## src/rtl/mul_pkg.sv

```systemverilog
// mul_pkg: op encodings, FSM states and iteration count shared by the
// iterative multiplier and the multicycle controller.
package mul_pkg;
    localparam logic [1:0] MUL_OP_MUL   = 2'b00;
    localparam logic [1:0] MUL_OP_UMULL = 2'b01;
    localparam logic [1:0] MUL_OP_SMULL = 2'b10;
    localparam int MUL_ITERS = 32;
    localparam int MUL_CNT_W = $clog2(MUL_ITERS);
    typedef enum logic [1:0] {IDLE, RUN, FIX, DONE} mul_state_t;
endpackage

```

## src/rtl/mul_iter_unit_if.sv

```systemverilog
// mul_iter_unit_if: request/result bundle between the controller (master)
// and the iterative multiplier (slave).
interface mul_iter_unit_if #(parameter int WIDTH = 32);
    logic             start;
    logic [1:0]       op;
    logic [WIDTH-1:0] a;
    logic [WIDTH-1:0] b;
    logic             busy;
    logic             done;
    logic [WIDTH-1:0] lo;
    logic [WIDTH-1:0] hi;
    modport master (output start, op, a, b, input busy, done, lo, hi);
    modport slave  (input start, op, a, b, output busy, done, lo, hi);
endinterface

```

## src/rtl/mul_sign_fix.sv

```systemverilog
// mul_sign_fix: conditional two's complement, used for operand magnitudes
// and for negating the final product.
module mul_sign_fix #(parameter int WIDTH = 32) (
    input  logic             i_neg,
    input  logic [WIDTH-1:0] i_val,
    output logic [WIDTH-1:0] o_val
);
    assign o_val = i_neg ? (~i_val + 1'b1) : i_val;
endmodule

```

## src/rtl/mul_iter_unit.sv

```systemverilog
// mul_iter_unit: fixed-latency radix-2 shift-add 32x32->64 multiplier.
// Define MUL_SIGNED_EN to implement SMULL; otherwise op=10 behaves as UMULL.
module mul_iter_unit
    import mul_pkg::*;
#(
    parameter int WIDTH = 32
) (
    input  logic          clk,
    input  logic          reset,
    mul_iter_unit_if.slave bus
);
    mul_state_t             r_state;
    mul_state_t             w_state_nxt;
    logic [WIDTH-1:0]       r_mcand;
    logic [WIDTH-1:0]       r_mplier;
    logic [WIDTH-1:0]       r_acc;
    logic [MUL_CNT_W-1:0]   r_cnt;
    logic [WIDTH-1:0]       r_lo;
    logic [WIDTH-1:0]       r_hi;
    logic [WIDTH-1:0]       w_mag_a;
    logic [WIDTH-1:0]       w_mag_b;
    logic [WIDTH:0]         w_sum;
    logic [2*WIDTH-1:0]     w_prod;
    logic [2*WIDTH-1:0]     w_result;
    logic                   w_accept;
    logic                   w_last;

    assign w_accept = (r_state == IDLE) && bus.start;
    assign w_last   = r_cnt == MUL_CNT_W'(MUL_ITERS - 1);
    assign w_sum    = {1'b0, r_acc} + (r_mplier[0] ? {1'b0, r_mcand} : '0);
    assign w_prod   = {r_acc, r_mplier};

`ifdef MUL_SIGNED_EN
    logic w_signed_op;
    logic r_neg;
    assign w_signed_op = bus.op == MUL_OP_SMULL;
    mul_sign_fix #(.WIDTH(WIDTH)) u_mag_a (
        .i_neg(w_signed_op & bus.a[WIDTH-1]),
        .i_val(bus.a),
        .o_val(w_mag_a)
    );
    mul_sign_fix #(.WIDTH(WIDTH)) u_mag_b (
        .i_neg(w_signed_op & bus.b[WIDTH-1]),
        .i_val(bus.b),
        .o_val(w_mag_b)
    );
    mul_sign_fix #(.WIDTH(2*WIDTH)) u_prod_fix (
        .i_neg(r_neg),
        .i_val(w_prod),
        .o_val(w_result)
    );
    always_ff @(posedge clk or negedge reset)
        if (!reset)
            r_neg <= 1'b0;
        else if (w_accept)
            r_neg <= w_signed_op & (bus.a[WIDTH-1] ^ bus.b[WIDTH-1]);
`else
    logic w_unused_op;
    assign w_unused_op = ^bus.op;
    assign w_mag_a     = bus.a;
    assign w_mag_b     = bus.b;
    assign w_result    = w_prod;
`endif

    always_ff @(posedge clk or negedge reset)
        if (!reset)
            r_state <= IDLE;
        else
            r_state <= w_state_nxt;

    always_comb begin
        w_state_nxt = r_state;
        w_state_nxt = (r_state == IDLE) ? (bus.start ? RUN : IDLE) :
                      (r_state == RUN)  ? (w_last ? FIX : RUN) :
                      (r_state == FIX)  ? DONE : IDLE;
    end

    // Each RUN cycle adds into the upper half, then shifts {acc, mplier} right.
    always_ff @(posedge clk or negedge reset)
        if (!reset) begin
            r_mcand  <= '0;
            r_mplier <= '0;
            r_acc    <= '0;
            r_cnt    <= '0;
            r_lo     <= '0;
            r_hi     <= '0;
        end else if (w_accept) begin
            r_mcand  <= w_mag_a;
            r_mplier <= w_mag_b;
            r_acc    <= '0;
            r_cnt    <= '0;
        end else if (r_state == RUN) begin
            r_acc    <= w_sum[WIDTH:1];
            r_mplier <= {w_sum[0], r_mplier[WIDTH-1:1]};
            r_cnt    <= r_cnt + 1'b1;
        end else if (r_state == FIX) begin
            r_lo     <= w_result[WIDTH-1:0];
            r_hi     <= w_result[2*WIDTH-1:WIDTH];
        end

    assign bus.busy = r_state != IDLE;
    assign bus.done = r_state == DONE;
    assign bus.lo   = r_lo;
    assign bus.hi   = r_hi;
endmodule

```

## src/flat_wrapper.sv

```systemverilog
// flat-port wrapper written by rule: the top's interface ports become plain ports
module mul_iter_unit_flat import mul_pkg::*;
#(
    parameter int WIDTH = 32
)
  (clk, reset, bus_start, bus_op, bus_a, bus_b, bus_busy, bus_done, bus_lo, bus_hi);
  mul_iter_unit_if #(.WIDTH(WIDTH)) bus_i ();
  input  logic clk;
  input  logic reset;
  input wire logic [$bits(bus_i.start)-1:0] bus_start;
  input wire logic [$bits(bus_i.op)-1:0] bus_op;
  input wire logic [$bits(bus_i.a)-1:0] bus_a;
  input wire logic [$bits(bus_i.b)-1:0] bus_b;
  output wire logic [$bits(bus_i.busy)-1:0] bus_busy;
  output wire logic [$bits(bus_i.done)-1:0] bus_done;
  output wire logic [$bits(bus_i.lo)-1:0] bus_lo;
  output wire logic [$bits(bus_i.hi)-1:0] bus_hi;
  assign bus_i.start = bus_start;
  assign bus_i.op = bus_op;
  assign bus_i.a = bus_a;
  assign bus_i.b = bus_b;
  assign bus_busy = bus_i.busy;
  assign bus_done = bus_i.done;
  assign bus_lo = bus_i.lo;
  assign bus_hi = bus_i.hi;
  mul_iter_unit #(.WIDTH(WIDTH)) u_core (.clk(clk), .reset(reset), .bus(bus_i));
endmodule
```

## config.mk

```make
export PLATFORM = sky130hd
export DESIGN_NAME = mul_iter_unit_flat
export DESIGN_NICKNAME = d
export VERILOG_FILES = /design/src/rtl/mul_pkg.sv /design/src/rtl/mul_iter_unit_if.sv /design/src/rtl/mul_sign_fix.sv /design/src/rtl/mul_iter_unit.sv /design/src/flat_wrapper.sv
export SDC_FILE = /design/constraint.sdc
export NUM_CORES = 1
export LEC_CHECK = 0
export BUFFER_PORTS_ARGS = -buffer_cell sky130_fd_sc_hd__buf_2
export CORE_ASPECT_RATIO = 0.75
export CORE_MARGIN = 4
export CORE_UTILIZATION = 35
export CTS_CLUSTER_SIZE = 12
export DETAILED_ROUTE_END_ITERATION = 16
export SYNTH_ARGS = -nofsm -noshare
export SYNTH_HDL_FRONTEND = slang
export SYNTH_SLANG_ARGS = --single-unit
```

## constraint.sdc

```tcl
create_clock -name clk -period 2.5 [get_ports clk]
set_input_delay 0.25 -clock clk [delete_from_list [all_inputs] [get_ports clk]]
set_output_delay 0.25 -clock clk [all_outputs]
set_load 0.05 [all_outputs]
```

# Word-level counts from Yosys, hierarchy flattened
# Cells that the tools add are included.
# totals
input_bits	69
ff_bits	167
word_cells	32
# op_classes
addsub	2
muxes	12
n_reduce_logical	5
eq_ne	4
n_bitwise	2
# ops
cell	n
32-bit 2-to-1 mux	5
32-bit by 33-bit adder with 33-bit output	1
5-bit 2-to-1 mux	2
2-bit 2-to-1 mux	4
5-bit by 1-bit adder with 5-bit output (second input constant)	1
5-bit == test (second input constant)	1
2-bit == test (second input constant)	2
2-bit nonzero test	2
3-bit AND reduction	1
2-bit by 1-bit == test with 1-bit output (second input constant)	1
2-bit zero test	1
1-bit NOT	2
1-bit logical AND	1
1-bit 2-to-1 mux	1

# Logic depth before layout (Yosys ltp)
# depth
ltp_word	4
mapped_depth	11

# Worst setup path before layout
# Ideal clock, no wire load.
# synth_timing
path_type	register to register
start	register u_core.r_mplier[0]
end	register u_core.r_acc[29]
setup_ps	122
required_ps	2378
arrival_time_ps	2587
path_slack_ps	-208
period_less_slack_ps	2708
path_stages_with_launch	11
path_cell_list	dfrtp_1 clkbuf_1 nand2_1 fa_1 nand2b_1 a21oi_2 o21ai_2 a211o_4 a2111oi_4 o31ai_1 a32o_1
# synth_between
elab_chain_cells	4
# synth_rtl
item	line_no	rtl
from (decl)	mul_iter_unit.sv:15	logic [WIDTH-1:0] r_mplier;
from (signal assigned)	mul_iter_unit.sv:89	r_mplier <= w_mag_b;
from (signal assigned)	mul_iter_unit.sv:94	r_mplier <= {w_sum[0], r_mplier[WIDTH-1:1]};
32-bit 2-to-1 mux	mul_iter_unit.sv:30	assign w_sum = {1'b0, r_acc} + (r_mplier[0] ? {1'b0, r_mcand} : '0);
32-bit by 33-bit adder with 33-bit output	mul_iter_unit.sv:30	
32-bit 2-to-1 mux	mul_iter_unit.sv:92	end else if (r_state == RUN) begin
32-bit 2-to-1 mux	mul_iter_unit.sv:87	end else if (w_accept) begin
to (signal assigned)	mul_iter_unit.sv:93	r_acc <= w_sum[WIDTH:1];
to (decl)	mul_iter_unit.sv:16	logic [WIDTH-1:0] r_acc;
# Every way passes these cells. The select of a mux whose other input is x is not followed.
# A chain may end at the register's enable or synchronous reset.

# Final worst setup path
# Same ends and word-level chain as after synthesis.

==> impl_metrics.toml <==
[run_status]
status = "finished with violations"
violations = "setup timing"

[finish]
final_cell_count_no_fill = 1307
diodes = 0
nNetsFinal = 1098
drive_above_1_share_pct = 44.0
post-route-cell-area_um2 = 11200
synthToLayoutAreaGrowth_pct = 33.7

[setup_path]
worst-path-buf-inv = 2
crit_start = "u_core.r_mplier[0]"
crit_path_end_kind = "flip-flop"
required_ns = 2.83
critPathSlowestCell = "dfrtp_2"
path_cells = "buf_8, and2_1, ha_4, buf_4, nand3_2, a21oi_4, o21ai_4, a211o_4, a2111oi_4, o31ai_1, a32o_1"
crit_fanout = 17
critPathArrivalTime_ns = 3.05
r2r-start = "u_core.r_mplier[0]"
crit_type = "flip-flop to flip-flop"
critPathMaxStageDelay_ns = 0.44
start_kind = "flip-flop"
cp_top_family = "compound AO/OA/AOI/OAI gates"
rrSetupSlack_ns = -0.22

[clock_network]
path_clk_slew_ns = 0.07
clkSinkCount = 167
cts_tree = "built"
clockRootBuffer = "clkbuf_16"
htree_levels = 4
numCtsBuffers = 17
cts_buffer_depth = 2
worstSkewPairLatency_ns = 0.44

[die]
coreArea_um2 = 23300
row_count = 48
die_y_um = 142
fp.dieW_um = 187
die-area_um2 = 26600
io_pins = 135
initial_core_util_pct = 36.1

[global_routing]
grt_util_all_layers_pct = 17.1
grt_pass1_vias = 6854
grt_start_max_net_pins = 70
grt_pass1_wl_um = 36700
overflow = 0
antenna_found_initial = 0

[placement]
port_buffers = 132
dpl_cell_area_um2 = 10000
pre_cts_slack_ns = -0.284
place_inst = 1261
place_congestion = 0.845
dp_hpwl_um = 15400

[timing]
fin_crit_ns = 2.72
worst_pin_slew_ns = 1.12
finalWorstSetupSlack_ns = -0.220
timing.hold.ws_ns = 0.0421
drv_slew = 0
fin_crit_sh_pct = 109
finalClockSkew_ns = 0.0118
slew_headroom_pct = 25.3
setup_viol = 18
fmax_ghz = 0.368
rsz0062_at_grt = "yes"
hold_violations = 0

[drt]
avgRoutedWirePerCell_um = 17.2
drtIter0Drc = 378
drtPass1Iterations = 5
drt-total-wl_um = 22500
post_drt_via_cell_ratio = 5.19
drc = 0
ant_nets = 0
vias = 6787

[logic_synthesis]
synth.avg_cell_area_um2 = 10.8
yosysWarnings = 0
yosysTopAreaCellShare_pct = 49.7
ys_ff_latch = 167
ys_types = 61
ys_top_cells_by_area = "dfrtp_1, mux2_2, ha_1"
ys_async_sr_fraction_pct = 100
ys_seq_area_share_pct = 49.7
synthesis.nets = 885
synth_common_cells = "dfrtp_1, mux2_2, a21oi_1"
yosysTopAreaCell = "dfrtp_1"
synthCells = 781
syn_area_um2 = 8400
synthFlopType = "dfrtp_1"
yosys.cell_count.top_type = "dfrtp_1"
synth-edff-count = 0

[power_and_ir_drop]
ir_worst_vdd_mv = 0.707
power_density_nw_per_um2 = 1520
p_leak_nw = 5.37

[worst_hold_path]
worst_hold_path_type = "input port to flip-flop"
worstHoldStart = "bus_a[31]"

[flow_run]
maxCapViolCount = 0
## cell usage in the layout (no fill, tap or decap), types with 4 or more instances in the layout
| master | netlist | final |
|---|---|---|
| a21o_1 | 16 | 15 |
| a21oi_1 | 64 | 53 |
| a21oi_2 | 2 | 9 |
| a21oi_4 | 0 | 4 |
| a32o_1 | 5 | 5 |
| and2_1 | 34 | 29 |
| and2_4 | 0 | 6 |
| and3_1 | 5 | 5 |
| buf_2 | 7 | 132 |
| buf_4 | 0 | 102 |
| clkbuf_16 | 0 | 17 |
| dfrtp_1 | 167 | 166 |
| ha_1 | 34 | 15 |
| ha_4 | 0 | 19 |
| inv_1 | 14 | 13 |
| inv_6 | 0 | 4 |
| mux2_2 | 93 | 93 |
| nand2_1 | 55 | 50 |
| nand2_2 | 0 | 5 |
| nand3_1 | 17 | 15 |
| nand4_1 | 10 | 10 |
| nor2_1 | 45 | 41 |
| o21a_1 | 5 | 4 |
| o21ai_0 | 44 | 32 |
| o21ai_1 | 2 | 11 |
| o22ai_1 | 39 | 39 |
| or3_1 | 7 | 7 |
| xnor2_1 | 10 | 9 |
| xor2_1 | 9 | 9 |
## worst paths after layout
| path | to | cells after the start |
|---|---|---|
| max | u_core.r_acc[29] | 11 |
| min | u_core.r_mcand[31] | 2 |
| min in group asynchronous | u_core.r_mplier[29] | 2 |
| min reg2reg | u_core.bus.lo[31] | 2 |
| max reg2reg | u_core.r_acc[29] | 11 |
| max in group asynchronous | u_core.r_mplier[0] | 3 |
## repair_timing
action	in CTS	in global routing
gates resized for setup	37	48
endpoints found under the hold margin	67	0
setup endpoints to repair	18	23
hold buffers	1	0
buffers inserted	4	9
pin swaps	9	15
gates cloned	0	1
## power by group
| group | switching, W | leakage (nW) | internal, W |
|---|---|---|---|
| combinational | 0.00498 | 2.98 | 0.00484 |
| clock | 0.00123 | 0.293 | 0.00151 |
| sequential | 0.000783 | 2.10 | 0.00372 |
## registers in the layout (all words and copies together), names as in the netlist
register	count
u_core.r_cnt	5
u_core.r_mcand	32
u_core.bus.hi	32
u_core.r_acc	32
u_core.bus.lo	32
u_core.r_state	2
u_core.r_mplier	32
## area by class of cell
| class | instances | area [um^2] |
|---|---|---|
| sequential | 167 | 4180 |
| inverter | 16 | 60.1 |
| clock inverter | 15 | 183 |
| clock buffer | 17 | 425 |
| timing repair buffer | 241 | 1530 |
| tap | 300 | 375 |
| multi-input combinational | 551 | 4480 |
| fill | 2151 | 12100 |
## layer usage
| layer | track usage, % | share of wire [%] | vias up |
|---|---|---|---|
| li1 | - | - | 3289 |
| met5 | 0 | 0 | - |
| met3 | 4.81 | 5.2 | 16 |
| met2 | 25.2 | 43 | 152 |
| met4 | 4.20 | 0.99 | 0 |
| met1 | 25.1 | 51 | 3330 |
## stage by stage
stage                     setup TNS (ns)  power [W]  utilization (%)
after floorplan                   -0.188    0.00993                -
after global placement             -2.46     0.0128             43.1
after detailed placement           -3.06     0.0129             43.1
after CTS                          -1.60     0.0163             46.8
after global routing               -4.16     0.0183             48.2
final                              -1.87     0.0171             48.2
## kinds of logic (layout without fill, tap and decap cells)
family / Yosys count / in the layout / share of synthesized area (%)
AO/OA/AOI/OAI: 219 / 219 / 16.8
XOR/XNOR: 19 / 19 / 1.98
adder cells (fa/ha/maj): 35 / 35 / 5.30
buffers and inverters: 63 / 289 / 3.11
flip-flops: 167 / 167 / 49.7
multiplexers: 93 / 93 / 12.5
AND/OR/NAND/NOR: 185 / 185 / 10.6
Note: power is estimated with default switching activity, not from simulation.
